`src/rtl/dpd_lut_pkg.sv`:
```
// Shared types and constants for the DPD LUT loader: FSM states, AXI response
// codes and default register/LUT byte addresses.
package dpd_lut_pkg;

   typedef enum logic [2:0] {
      IDLE   = 3'd0,
      IDC_LO = 3'd1,
      IDC_HI = 3'd2,
      LUT_WR = 3'd3,
      LUT_RD = 3'd4,
      FINISH = 3'd5
   } state_t;

   localparam logic [1:0] RESP_OKAY   = 2'b00;
   localparam logic [1:0] RESP_SLVERR = 2'b10;

   localparam logic [15:0] DEF_IDC_L_ADDR    = 16'h0014;
   localparam logic [15:0] DEF_IDC_H_ADDR    = 16'h0018;
   localparam logic [15:0] DEF_LUT_BASE_ADDR = 16'h8000;

endpackage

```
`src/rtl/axi_lite_mst_xfer.sv`:
```
// Single-beat AXI-Lite master: one read or write per req, ack pulses on the
// completing B or R handshake with the response code alongside.
module axi_lite_mst_xfer
   import dpd_lut_pkg::*;
(
   input  logic        clk,
   input  logic        rst,
   input  logic        req,
   input  logic        wr,
   input  logic [15:0] addr,
   input  logic [31:0] wdata,
   output logic        ack,
   output logic [1:0]  resp,
   output logic [31:0] rd_data,
   output logic        m_axi_awvalid,
   input  logic        m_axi_awready,
   output logic [15:0] m_axi_awaddr,
   output logic [2:0]  m_axi_awprot,
   output logic        m_axi_wvalid,
   input  logic        m_axi_wready,
   output logic [31:0] m_axi_wdata,
   output logic [3:0]  m_axi_wstrb,
   input  logic        m_axi_bvalid,
   output logic        m_axi_bready,
   input  logic [1:0]  m_axi_bresp,
   output logic        m_axi_arvalid,
   input  logic        m_axi_arready,
   output logic [15:0] m_axi_araddr,
   output logic [2:0]  m_axi_arprot,
   input  logic        m_axi_rvalid,
   output logic        m_axi_rready,
   input  logic [1:0]  m_axi_rresp,
   input  logic [31:0] m_axi_rdata
);

   logic        wr_pend, rd_pend;
   logic [15:0] addr_q;
   logic [31:0] wdata_q;

   always_ff @(posedge clk) begin
      if (rst) begin
         m_axi_awvalid <= 1'b0;
         m_axi_wvalid  <= 1'b0;
         m_axi_arvalid <= 1'b0;
         wr_pend       <= 1'b0;
         rd_pend       <= 1'b0;
         addr_q        <= '0;
         wdata_q       <= '0;
      end else if (req && !wr_pend && !rd_pend) begin
         addr_q        <= addr;
         wdata_q       <= wdata;
         wr_pend       <= wr;
         rd_pend       <= !wr;
         m_axi_awvalid <= wr;
         m_axi_wvalid  <= wr;
         m_axi_arvalid <= !wr;
      end else begin
         // AW and W retire independently; B is only accepted once both are gone
         if (m_axi_awvalid && m_axi_awready) m_axi_awvalid <= 1'b0;
         if (m_axi_wvalid && m_axi_wready)   m_axi_wvalid  <= 1'b0;
         if (m_axi_arvalid && m_axi_arready) m_axi_arvalid <= 1'b0;
         if (m_axi_bvalid && m_axi_bready)   wr_pend       <= 1'b0;
         if (m_axi_rvalid && m_axi_rready)   rd_pend       <= 1'b0;
      end
   end

   assign m_axi_awaddr = addr_q;
   assign m_axi_araddr = addr_q;
   assign m_axi_wdata  = wdata_q;
   assign m_axi_awprot = 3'b000;
   assign m_axi_arprot = 3'b000;
   assign m_axi_wstrb  = 4'hF;
   assign m_axi_bready = wr_pend && !m_axi_awvalid && !m_axi_wvalid;
   assign m_axi_rready = rd_pend && !m_axi_arvalid;

   assign ack     = (m_axi_bvalid && m_axi_bready) || (m_axi_rvalid && m_axi_rready);
   assign resp    = rd_pend ? m_axi_rresp : m_axi_bresp;
   assign rd_data = m_axi_rdata;

endmodule

```
`src/rtl/axi_dpd_lut_loader.sv`:
```
// Loads the lutIdc register pair and then the DPD LUT over AXI-Lite.
// Define AXI_DPD_LUT_LOADER_READBACK_EN to add a read-back checksum pass.
module axi_dpd_lut_loader
   import dpd_lut_pkg::*;
#(
   parameter int          LUT_ADDR_WIDTH = 10,
   parameter logic [15:0] LUT_BASE_ADDR  = DEF_LUT_BASE_ADDR,
   parameter logic [15:0] IDC_L_ADDR     = DEF_IDC_L_ADDR,
   parameter logic [15:0] IDC_H_ADDR     = DEF_IDC_H_ADDR
)(
   input  logic                      m_axi_aclk,
   input  logic                      m_axi_areset,
   input  logic                      start,
   input  logic [63:0]               lut_idc,
   input  logic                      s_entry_valid,
   output logic                      s_entry_ready,
   input  logic [31:0]               s_entry_data,
   output logic                      m_axi_awvalid,
   input  logic                      m_axi_awready,
   output logic [15:0]               m_axi_awaddr,
   output logic [2:0]                m_axi_awprot,
   output logic                      m_axi_wvalid,
   input  logic                      m_axi_wready,
   output logic [31:0]               m_axi_wdata,
   output logic [3:0]                m_axi_wstrb,
   input  logic                      m_axi_bvalid,
   output logic                      m_axi_bready,
   input  logic [1:0]                m_axi_bresp,
   output logic                      m_axi_arvalid,
   input  logic                      m_axi_arready,
   output logic [15:0]               m_axi_araddr,
   output logic [2:0]                m_axi_arprot,
   input  logic                      m_axi_rvalid,
   output logic                      m_axi_rready,
   input  logic [1:0]                m_axi_rresp,
   input  logic [31:0]               m_axi_rdata,
   output logic                      busy,
   output logic                      done,
   output logic                      error,
   output logic [LUT_ADDR_WIDTH:0]   entry_cnt
);

   localparam logic [LUT_ADDR_WIDTH:0] LUT_DEPTH = (LUT_ADDR_WIDTH+1)'(1) << LUT_ADDR_WIDTH;
   localparam logic [LUT_ADDR_WIDTH:0] LAST_CNT  = LUT_DEPTH - 1'b1;

   state_t                  state, nstate;
   logic [63:0]             idc_q;
   logic [LUT_ADDR_WIDTH:0] idx;
   logic [31:0]             cksum;
   logic                    pend;
   logic                    req, wr, ack, resp_bad, accept;
   logic [15:0]             addr, lut_addr;
   logic [31:0]             wdata, rd_data;
   logic [1:0]              resp;
   logic                    x_arvalid, x_rready, x_arready, x_rvalid;
   logic [15:0]             x_araddr;
   logic [2:0]              x_arprot;
   logic [1:0]              x_rresp;
   logic [31:0]             x_rdata;

   assign lut_addr = LUT_BASE_ADDR + (16'(idx) << 2);
   assign accept   = s_entry_valid && s_entry_ready;
   assign resp_bad = ack && (resp != RESP_OKAY);

   always_ff @(posedge m_axi_aclk) begin
      if (m_axi_areset) state <= IDLE;
      else              state <= nstate;
   end

   always_comb begin
      nstate = state;
      case (state)
         IDLE:   if (start) nstate = IDC_LO;
         IDC_LO: if (ack) nstate = resp_bad ? FINISH : IDC_HI;
         IDC_HI: if (ack) nstate = resp_bad ? FINISH : LUT_WR;
         LUT_WR: if (ack) begin
            if (resp_bad) nstate = FINISH;
`ifdef AXI_DPD_LUT_LOADER_READBACK_EN
            else if (entry_cnt == LAST_CNT) nstate = LUT_RD;
`else
            else if (entry_cnt == LAST_CNT) nstate = FINISH;
`endif
         end
`ifdef AXI_DPD_LUT_LOADER_READBACK_EN
         LUT_RD: if (ack && (resp_bad || idx == LUT_DEPTH)) nstate = FINISH;
`endif
         FINISH: nstate = IDLE;
         default: nstate = IDLE;
      endcase
   end

   always_comb begin
      busy          = (state != IDLE) && (state != FINISH);
      done          = (state == FINISH);
      s_entry_ready = (state == LUT_WR) && !pend && (idx != LUT_DEPTH);
      req           = 1'b0;
      wr            = 1'b1;
      addr          = IDC_L_ADDR;
      wdata         = idc_q[31:0];
      case (state)
         IDC_LO: req = !pend;
         IDC_HI: begin
            req   = !pend;
            addr  = IDC_H_ADDR;
            wdata = idc_q[63:32];
         end
         LUT_WR: begin
            req   = accept;
            addr  = lut_addr;
            wdata = s_entry_data;
         end
`ifdef AXI_DPD_LUT_LOADER_READBACK_EN
         LUT_RD: begin
            req  = !pend && (idx != LUT_DEPTH);
            wr   = 1'b0;
            addr = lut_addr;
         end
`endif
         default: ;
      endcase
   end

`ifdef AXI_DPD_LUT_LOADER_READBACK_EN
   logic [31:0] rd_sum;
`endif

   always_ff @(posedge m_axi_aclk) begin
      if (m_axi_areset) begin
         idc_q     <= '0;
         idx       <= '0;
         cksum     <= '0;
         pend      <= 1'b0;
         error     <= 1'b0;
         entry_cnt <= '0;
`ifdef AXI_DPD_LUT_LOADER_READBACK_EN
         rd_sum    <= '0;
`endif
      end else begin
         if (req)      pend <= 1'b1;
         else if (ack) pend <= 1'b0;
         if (state == IDLE && start) begin
            idc_q     <= lut_idc;
            idx       <= '0;
            cksum     <= '0;
            error     <= 1'b0;
            entry_cnt <= '0;
`ifdef AXI_DPD_LUT_LOADER_READBACK_EN
            rd_sum    <= '0;
`endif
         end
         if (accept) begin
            idx   <= idx + 1'b1;
            cksum <= cksum ^ s_entry_data;
         end
         // idx is reused as the read index once the last write is acknowledged
         if (state == LUT_WR && ack) begin
            entry_cnt <= entry_cnt + 1'b1;
            if (!resp_bad && entry_cnt == LAST_CNT) idx <= '0;
         end
         if (resp_bad) error <= 1'b1;
`ifdef AXI_DPD_LUT_LOADER_READBACK_EN
         if (state == LUT_RD) begin
            if (req) idx <= idx + 1'b1;
            if (ack) begin
               rd_sum <= rd_sum ^ rd_data;
               if (!resp_bad && idx == LUT_DEPTH && (rd_sum ^ rd_data) != cksum)
                  error <= 1'b1;
            end
         end
`endif
      end
   end

   axi_lite_mst_xfer u_xfer (
      .clk           (m_axi_aclk),
      .rst           (m_axi_areset),
      .req           (req),
      .wr            (wr),
      .addr          (addr),
      .wdata         (wdata),
      .ack           (ack),
      .resp          (resp),
      .rd_data       (rd_data),
      .m_axi_awvalid (m_axi_awvalid),
      .m_axi_awready (m_axi_awready),
      .m_axi_awaddr  (m_axi_awaddr),
      .m_axi_awprot  (m_axi_awprot),
      .m_axi_wvalid  (m_axi_wvalid),
      .m_axi_wready  (m_axi_wready),
      .m_axi_wdata   (m_axi_wdata),
      .m_axi_wstrb   (m_axi_wstrb),
      .m_axi_bvalid  (m_axi_bvalid),
      .m_axi_bready  (m_axi_bready),
      .m_axi_bresp   (m_axi_bresp),
      .m_axi_arvalid (x_arvalid),
      .m_axi_arready (x_arready),
      .m_axi_araddr  (x_araddr),
      .m_axi_arprot  (x_arprot),
      .m_axi_rvalid  (x_rvalid),
      .m_axi_rready  (x_rready),
      .m_axi_rresp   (x_rresp),
      .m_axi_rdata   (x_rdata)
   );

`ifdef AXI_DPD_LUT_LOADER_READBACK_EN
   assign m_axi_arvalid = x_arvalid;
   assign m_axi_araddr  = x_araddr;
   assign m_axi_arprot  = x_arprot;
   assign m_axi_rready  = x_rready;
   assign x_arready     = m_axi_arready;
   assign x_rvalid      = m_axi_rvalid;
   assign x_rresp       = m_axi_rresp;
   assign x_rdata       = m_axi_rdata;
`else
   // read channel is dead in this build; the checksum has no consumer
   logic unused_rd;
   assign m_axi_arvalid = 1'b0;
   assign m_axi_araddr  = '0;
   assign m_axi_arprot  = 3'b000;
   assign m_axi_rready  = 1'b0;
   assign x_arready     = 1'b0;
   assign x_rvalid      = 1'b0;
   assign x_rresp       = RESP_OKAY;
   assign x_rdata       = '0;
   assign unused_rd     = ^{x_arvalid, x_araddr, x_arprot, x_rready, rd_data, cksum,
                            m_axi_arready, m_axi_rvalid, m_axi_rresp, m_axi_rdata};
`endif

endmodule

```
`config.mk`:
```
export PLATFORM = sky130hd
export DESIGN_NAME = axi_dpd_lut_loader
export DESIGN_NICKNAME = d
export VERILOG_FILES = /design/src/rtl/dpd_lut_pkg.sv /design/src/rtl/axi_lite_mst_xfer.sv /design/src/rtl/axi_dpd_lut_loader.sv
export SDC_FILE = /design/constraint.sdc
export NUM_CORES = 1
export LEC_CHECK = 0
export BUFFER_PORTS_ARGS = -buffer_cell sky130_fd_sc_hd__buf_4
export CORE_MARGIN = 4
export CORE_UTILIZATION = 50
export CTS_CLUSTER_DIAMETER = 50
export DETAILED_ROUTE_END_ITERATION = 10
export PLACE_DENSITY = 0.8
export SETUP_SLACK_MARGIN = 0.15
export SYNTH_ARGS = -nofsm -noshare
export SYNTH_HDL_FRONTEND = slang
export SYNTH_SLANG_ARGS = --single-unit
```
`constraint.sdc`:
```
create_clock -name m_axi_aclk -period 2 [get_ports m_axi_aclk]
set_input_delay 0.1 -clock m_axi_aclk [delete_from_list [all_inputs] [get_ports m_axi_aclk]]
set_output_delay 0.1 -clock m_axi_aclk [all_outputs]
set_load 0.05 [all_outputs]
```
# Yosys cells after proc, flatten, opt, wreduce, memory -nomap -nowiden
# Cells that the tools add are included.
# W data, S select, Z words.
[totals]
reg_bits = 142
out_inout_bits = 94
elab_cells = 83
[classes]
add_sub_neg = 3
eq_ne = 12
n_mux = 27
reduce_logical = 30
[op_table]
columns = ["operator", "count"]
rows = [
  ["$mux W11", 6],
  ["$pmux W32 S2", 1],
  ["$pmux W16 S2", 1],
  ["$mux W3", 8],
  ["$add A11 B1 Y11 const B", 2],
  ["$add A16 B13 Y16 const A", 1],
  ["$logic_and A1 B1 Y1", 14],
  ["$reduce_bool A2 Y1", 7],
  ["$pmux W3 S4", 1],
  ["$eq A11 B10 Y1 const B", 1],
  ["$ne A11 B11 Y1 const B", 1],
  ["$mux W1", 9],
  ["$ne A2 B2 Y1 const B", 4],
  ["$eq A3 B2 Y1 const B", 2],
  ["$ne A3 B3 Y1 const B", 2],
  ["$logic_not A1 Y1", 5],
  ["$reduce_and A5 Y1", 1],
  ["$eq A3 B1 Y1 const B", 1],
  ["$eq A3 B3 Y1 const B", 1],
  ["$logic_not A3 Y1", 1],
  ["$reduce_bool A3 Y1", 1],
  ["$pmux W1 S2", 1],
  ["$reduce_or A2 Y1", 1],
]

# Logic depth before layout (Yosys ltp)
# Gate-level depths: netlist of run 1.
[depth]
word_depth = 9
depth_mapped = 8

# Cells and area by module
# A second synthesis of run 1 with hierarchy kept.
[hier_totals]
hier_cells = 919
area_unflattened_um2 = 7621.1
[modules_own_cells]
columns = ["module", "instances", "cells_per_inst", "area_per_inst_um2"]
rows = [
  ["axi_dpd_lut_loader", 1, 624, 4709.5],
  ["axi_lite_mst_xfer", 1, 295, 2911.5],
]

# Worst setup path before layout of run 1
# OpenSTA, ideal clock, no wires.
[synth_path]
path_type = "reg-to-output"
startpoint = "reg idx[0]"
endpoint = "out s_entry_ready"
t_arrival_ns = 2.179
path_slack_ns = -0.279
stages_incl_launch_ff = 7
path_cell_list = "dfxtp_1 inv_1 ha_1 nor4b_2 and3_1 buf_2 nor3_1"
[synth_via]
elab_chain_cells = 2
[synth_lines]
columns = ["element", "line_no", "rtl"]
rows = [
  ["start: declaration", "axi_dpd_lut_loader.sv:48", "logic [LUT_ADDR_WIDTH:0] idx;"],
  ["start signal: assignment", "axi_dpd_lut_loader.sv:152", "idx <= idx + 1'b1;"],
  ["$ne A11 B11 Y1", "axi_dpd_lut_loader.sv:95", "s_entry_ready = (state == LUT_WR) && !pend && (idx != LUT_DEPTH);"],
  ["$logic_and A1 B1 Y1", "axi_dpd_lut_loader.sv:95", ""],
  ["end: declaration", "axi_dpd_lut_loader.sv:16", "output logic s_entry_ready,"],
]
# No other way between the ends.

# Final worst setup path of run 1
# Ends and elaborated chain as after synthesis.

==> results.md, run 1 <==
- Outcome: completed
- Number of global-route vias before repair: 6393
- Wire per inst: 16.9 um
- Worst Setup EP: s_entry_ready
- Worst Path Required: about 1.9 ns
- IO buf count: 166
- R2r endpoint: idc_q[40]
- Post-synth EDFFs: 0
- Minimum clock period: 1.83 ns
- Total Die Area: 0.0149 sq mm
- Root Buffer: clkbuf_16
- Synthesized flop and latch total: around 140
- Crit-path cells: inv_1 > ha_1 > nor4b_4 > and3_4 > nor3_4 > buf_6
- Post-DP HPWL: 11.8 mm
- Inserted Clock Buffers: 17
- Post-synth ARST share: 0%
- Max-cap viol count: 0
- Worst vdd ir: about 0.76 mV
- Non-Filler Instances: 1198
- All-Layer GR Usage: 26.6%
- Pleak: about 3.7 nW
- Antenna-violating nets left: 0
- Setup TNS: 0 ns
- Post-route DRC: 0
- Initial Util: 51.3%
- RSZ-0062 raised after global routing: no
- Placed Cells: 1088
- Crit path max-delay family: simple AND/OR/NAND/NOR gates
- Placer Congestion: 0.852
- Final wirelength: 20.3 mm
- Vias/cell: 5.64
- Count of final hold-check violations: 0
- Crit path from: idx[0]
- Pwr per Cell Area: 925 mW/mm^2
- Layout area overhead: 41.6%
- Drt pass-1 iters: 5
- Core Area: between 0.01 and 0.015 sq mm
- FF-to-FF Start: state[0]
- Cell area after synthesis: 0.00653 sq mm
- Setup violators final: 0
- Row count: between 40 and 50
- CP Class: register to primary output
- Worst setup margin: between 0.15 and 0.2 ns
- Initial DRC Count: 546
- Hold Crit Class: primary input to register
- Tot Pwr: 8.55 mW
- Width of the chip: 122 um
- Final nets: around 1200
- Worst Min Path Start: m_axi_areset
- Clk buf depth: 2
- Avg Inst Size Synth: 8.19 sq um
- Grt ovf: 0
- Worst setup SP type: register
- Share of layout cells above drive strength 1: roughly a quarter
- Vias: 6752
- Mapped Cells: between 700 and 800
- Primary FF master, synth: dfxtp_1
- Die H: around 120 um
- Clock transition at path regs: about 0.06 ns
- Fmax: 545 MHz
- Distinct cell type count after synthesis: between 60 and 70
- CTS sink count: 138
- CP peak stage delay: ~0.35 ns
- Worst path bufs/invs: 2
- Initial antenna violation count: 0
- I/O pin count: 235
- First-pass GRT wire length: 31.7 mm
- Max FO, Critical Path: 3
- Largest net degree at the start of global routing: 65
- Final Skew: between 0.008 and 0.009 ns
- CP endpoint kind: primary output
- CP Depth: 6
- Final Slew Violations: 0
- TritonCTS clock tree: done
- Pre-CTS setup slack: 0.215 ns
- Total number of H-tree levels: 4
- Post-synthesis sequential area ratio: 42.3%
- Period utilization: about nine tenths
- Clock Latency Late Sink: 0.42 ns
- Synth warn: 0
- Critical path arrival: 1.73 ns
- Flop2flop setup slack: 0.19 ns
- Reg2reg path depth: 5
- Crit path max-delay cell type: dfxtp_4
==> cells in the mapped netlist, drive strengths merged, types with 4 or more instances <==
cell	n	share of area (%)
o211a	4	0.61
buf	71	7.1
or3	6	0.58
o2111ai	33	4.4
nand3	6	0.54
dfxtp	138	42
nor3	9	0.69
clkbuf	30	1.7
o21ai	47	3.6
nor3b	4	0.63
and2	7	0.67
nand4	16	1.5
a21oi	124	9.6
nor2	11	0.67
mux2i	33	5.1
and4	4	0.54
inv	4	0.23
a21boi	6	0.69
o211ai	6	0.69
nor4b	4	0.82
a211oi	5	0.58
nand2	176	10
==> worst register-to-register path: stages, from the launching register on <==
cell     delay, ns
dfxtp_4       0.38
buf_4         0.16
or4b_4        0.61
buf_4         0.31
nand2_1       0.14
a21oi_1       0.08
==> through the flow <==
stage / hold WS (ns) / util (%) / cell area (sq um)
floorplan: 0.236 / - / 6650
global placement: 0.347 / 61.6 / 7840
detailed placement: 0.356 / 61.6 / 7840
CTS: 0.0499 / 71.8 / 9130
global route: 0.0802 / 72.6 / 9230
finish: 0.0648 / 72.6 / 9240
==> timing repair <==
item                                    in CTS  in global routing
buffers inserted                             1                  9
pin swaps                                    1                  1
gates resized for setup                     11                  9
endpoints found under the hold margin       66                  0
endpoints found under the setup margin       2                 48
hold buffers                                66                  0
==> cell type report <==
type                    instances  area (sq um)
well taps                     172           215
repair buffers                266          2280
clock inverters                11           118
clock buffers                  21           472
fillers                       959          3480
multi-input cells             584          3350
diodes                          2          5.00
inverters                       4          15.0
flip-flops and latches        138          2780
==> state kept, by name, summed over array words and instances, names as in the netlist <==
| register | flops |
|---|---|
| u_xfer.m_axi_awvalid | 1 |
| error | 1 |
| u_xfer.m_axi_araddr | 12 |
| pend | 1 |
| idx | 11 |
| idc_q | 64 |
| u_xfer.m_axi_wdata | 32 |
| u_xfer.wr_pend | 1 |
| u_xfer.m_axi_wvalid | 1 |
| entry_cnt | 11 |
| state | 3 |
==> cells in the final DEF, fill, tap and decap left out, types with 3 or more instances in the layout <==
cell type      synthesis  routed
o2111ai_1             33      33
nor4b_4                0       3
clkbuf_16              0      18
a21boi_1               5       5
nor3b_1                3       3
a31oi_1                3       3
dlygate4sd3_1          0      66
nand2_1              176     176
nand3_1                5       5
nor2_1                10      10
mux2i_1               33      33
dfxtp_1              138     131
or3_1                  6       6
and2_1                 7       7
or4_1                  3       3
a211oi_1               5       5
buf_4                 41     190
xnor2_1                3       3
clkinv_2               0       5
conb_1                 2      32
nand4_1               16      16
o21ai_0                4       4
inv_1                  4       3
buf_12                 0       9
dfxtp_4                0       5
o21a_1                 3       3
a21oi_1              123     123
nor3_1                 9       7
o211a_1                4       4
o21ai_1               43      43
nand2b_1               3       3
o211ai_1               6       6
and4_1                 4       3
==> how the worst min path moves through the flow <==
stage          depth (start not counted)                     to
5_1_grt                                2  u_xfer.m_axi_wdata[5]
6_report                               2                   pend
2_1_floorplan                          2               idc_q[0]
3_3_place_gp                           3              idc_q[28]
3_5_place_dp                           3              idc_q[55]
4_1_cts                                2                   pend
==> per-layer routing <==
| layer | vias to the layer above | GRT usage, % | share of wire [%] | wire length, um |
|---|---|---|---|---|
| li1 | 3227 | - | - | - |
| met1 | 3179 | 32.1 | 40 | 8080 |
| met2 | 284 | 44.2 | 50 | 10100 |
| met3 | 62 | 6.73 | 7.1 | 1430 |
| met4 | 0 | 13.4 | 3.4 | 694 |
| met5 | - | 0 | 0 | 0 |
==> report_power, final <==
part	total [mW]	internal (mW)	switching [mW]	leakage, nW
clock	3.12	1.93	1.19	0.288
sequential	3.13	2.97	0.160	1.13
combinational	2.29	0.855	1.44	2.26
==> cell families after synthesis <==
| group | share of synthesized area [%] |
|---|---|
| simple gates | 19.5 |
| compound gates | 22.7 |
| flops | 42.3 |
| buf+inv | 9.07 |
| mux | 5.06 |
| xor+xnor | 0.671 |
| fa+ha+maj | 0.575 |
| other cells | 0.115 |
No activity file was read; power rests on OpenSTA's default activity.
==> run 2: changes to the inputs <==
--- a/config.mk
+++ b/config.mk
@@ -6,7 +6,7 @@
 export NUM_CORES = 1
 export LEC_CHECK = 0
 export BUFFER_PORTS_ARGS = -buffer_cell sky130_fd_sc_hd__buf_4
-export CORE_MARGIN = 4
+export CORE_MARGIN = 2
 export CORE_UTILIZATION = 50
 export CTS_CLUSTER_DIAMETER = 50
 export DETAILED_ROUTE_END_ITERATION = 10
==> run 2 against run 1 <==
Compared with the run above: clock skew decreased by 0.0011 ns; final cell count down 0.75%; clock-buffer cell count grew 3; first-iteration DRC count increased by 24%; sequential cell count unchanged; non-clock buffer count is 6 lower; routed wire length decreased by 5.6%; maximum frequency down 2.2%; design area fell by 0.93%; critical path depth down 2; largest cell class unchanged; highest routed layer unchanged.
==> results.md, run 2 (synthesized netlist as in run 1, its figures left out) <==
- Wire per inst: 16.1 um (-4.9%)
- CP Class: register to register
- CTS sink count: 138 (unchanged)
- Total number of H-tree levels: 4 (unchanged)
- Total Die Area: 0.0140 sq mm (-6.4%)
- Crit path max-delay cell type: or4b_2
- Final Skew: 0.00782 ns (-0.00106 ns)
- Vias: 6620 (-2.0%)
- CP endpoint kind: register
- Hold Crit Class: primary input to register
- Count of final hold-check violations: 0 (unchanged)
- Worst Hold Depth: 2 (unchanged)
- Setup TNS: 0 ns (unchanged)
- Storage cell area: 0.00278 sq mm (-0.18%)
- Row count: 41 (unchanged)
- Reg2reg path depth: 4 (-1)
- Worst hold slack: 0.126 ns (+0.0614 ns)
- R2r endpoint: idc_q[10]
- RSZ-0062 raised after global routing: yes
- Setup violators final: 0 (unchanged)
- Initial antenna violation count: 1 (+1)
- Max FO, Critical Path: 34 (+31)
- Core Area: 0.0127 sq mm (-0.40%)
- Initial Util: 51.5% (+0.21 points)
- Clock transition at path regs: 0.06 ns (about the same)
- Biggest register: idc_q
- Die H: 118 um (-3.3%)
- Post-DP HPWL: 11.4 mm (-3.4%)
- Initial DRC Count: 679 (+24%)
- Most frequent cells in the layout: buf_4 (186), nand2_1 (176), dfxtp_1 (131)
- Max-cap viol count: 0 (unchanged)
- Flop2flop setup slack: 0.13 ns (-0.06 ns)
- Inserted Clock Buffers: 17 (unchanged)
- Most common cell after layout, fill and taps aside: buf_4
- CP peak stage delay: 0.84 ns (+0.49 ns)
- Hold Crit Endpoint: entry_cnt[1]
- Clk buf depth: 2 (unchanged)
- IO buf count: 166 (unchanged)
- Share of layout cells above drive strength 1: 24.3% (-0.49 points)
- Multi-input gate area: 0.00335 sq mm (unchanged)
- Largest register FFs: 64 (unchanged)
- NetSw: 2.68 mW (-3.8%)
- Final nets: 1149 (-0.52%)
- Sw Ratio: 31.7% (-0.83 points)
- Worst Min Path Start: m_axi_areset
- Vias/cell: 5.57 (-1.2%)
- Clock Latency Late Sink: 0.41 ns (about the same)
- Pleak: 3.64 nW (-1.1%)
- Grt ovf: 0 (unchanged)
- Largest net degree at the start of global routing: 67 (+3.1%)
- TritonCTS clock tree: done
- Non-Filler Instances: 1189 (-0.75%)
- Period utilization: 93.7% (+2.1 points)
- Final Slew Violations: 0 (unchanged)
- Pwr per Cell Area: 922 mW/mm^2 (-0.36%)
- Outcome: completed
- Worst setup margin: 0.125 ns (-0.0415 ns)
- Pre-CTS setup slack: 0.182 ns (-0.0337 ns)
- I/O pin count: 235 (unchanged)
- Width of the chip: 118 um (-3.3%)
- First-pass GRT wire length: 30.7 mm (-3.2%)
- Fmax: 533 MHz (-2.2%)
- Final wirelength: 19.2 mm (-5.6%)
- Register share of total power: 37.0% (+0.3 points)
- Post-route DRC: 0 (unchanged)
- Critical path arrival: 2.16 ns (+0.43 ns)
- Root Buffer: clkbuf_16
- Drt pass-1 iters: 5 (unchanged)
- Crit-path cells: or4b_2 > buf_4 > nand2_1 > a21oi_1
- All-Layer GR Usage: 26.8% (+0.13 points)
- Layout area overhead: 40.2%
- Worst Path Required: 2.29 ns (+0.39 ns)
- Placed Cells: 1088 (unchanged)
- Worst vdd ir: 0.563 mV (-26%)
- Number of global-route vias before repair: 6219 (-2.7%)
- Comb pwr share: 26.2% (-0.6 points)
- Fillers: 921 (-4.0%)
- Worst setup SP type: register
- Placer Congestion: 0.841 (-1.3%)
- FF-to-FF Start: state[1]
- Clock group share of total power: 36.8% (+0.3 points)
- Minimum clock period: 1.87 ns (+0.0415 ns)
- Internal power: 5.76 mW (about the same)
- Final core occ: 72.2% (-0.39 points)
- Antenna-violating nets left: 0 (unchanged)
run 2: cell types whose count changed in the layout (fill, tap and decap cells not counted), moves of 2 or more:
cell        before  now
clkbuf_8         1    5
clkinv_2         5    2
clkinvlp_4       2    0
dfxtp_4          5    3
buf_4          190  186
buf_12           9    6
dfxtp_2          2    4
run 2: power by group through the flow:
| stage | Clock [mW] | Combinational (mW) | Sequential [mW] |
|---|---|---|---|
| 3_5_place_dp | 0 | 2.07 | 3.17 |
| 6_report | 3.11 | 2.21 | 3.12 |
| 4_1_cts | 3.14 | 2.18 | 3.12 |
| 3_3_place_gp | 0 | 2.05 | 3.16 |
| 5_1_grt | 3.29 | 2.35 | 3.15 |
| 2_1_floorplan | 0 | 1.24 | 3.40 |
run 2: area by class of cell:
cell class                      instances  share of cell area (%)
Inverter                                4                   0.164
Clock inverter                          6                   0.957
Timing Repair Buffer                  260                    24.0
Tap cell                              172                    2.35
Sequential cell                       138                    30.4
Clock buffer                           24                    5.48
Multi-Input combinational cell        584                    36.6
Antenna cell                            1                  0.0273
run 2: worst max-delay path, delay by kind of cell, from the launching register on:
kind                   cells  cell delay [ns]
and+or+nand+nor            2             0.98
DFF                        1             0.35
buffers and inverters      1             0.33
AOI/OAI and AO/OA          1             0.08
run 2: routing by layer:
layer / global-route usage (%) / part of all wire (%) / vias to the layer above
met5: 0 / 0 / -
met4: 12.7 / 3.3 / 0
met3: 7.05 / 6.2 / 55
met2: 43.8 / 49 / 278
met1: 32.8 / 42 / 3084
li1: - / - / 3203
run 2: how the worst max path moves through the flow:
stage	slack, ns	endpoint	start
global route	0.08	done	state[0]
CTS	0.11	s_entry_ready	idx[1]
finish	0.13	idc_q[10]	state[1]
floorplan	0.15	s_entry_ready	idx[0]
detailed placement	0.18	idc_q[2]	state[1]
global placement	0.20	idc_q[1]	state[1]
run 2: stage by stage:
stage	cell area (sq um)	power (mW)
4_1_cts	9070	8.43
6_report	9150	8.44
5_1_grt	9150	8.79
3_5_place_dp	7810	5.24
3_3_place_gp	7810	5.21
2_1_floorplan	6650	4.65
run 2: what timing repair did:
| action | in CTS | in global routing |
|---|---|---|
| pin swaps | 0 | 1 |
| endpoints found under the setup margin | 2 | 102 |
| resized for setup | 5 | 12 |
| hold buffers | 66 | 0 |
| setup buffers | 0 | 4 |
| hold endpoints to repair | 66 | 0 |
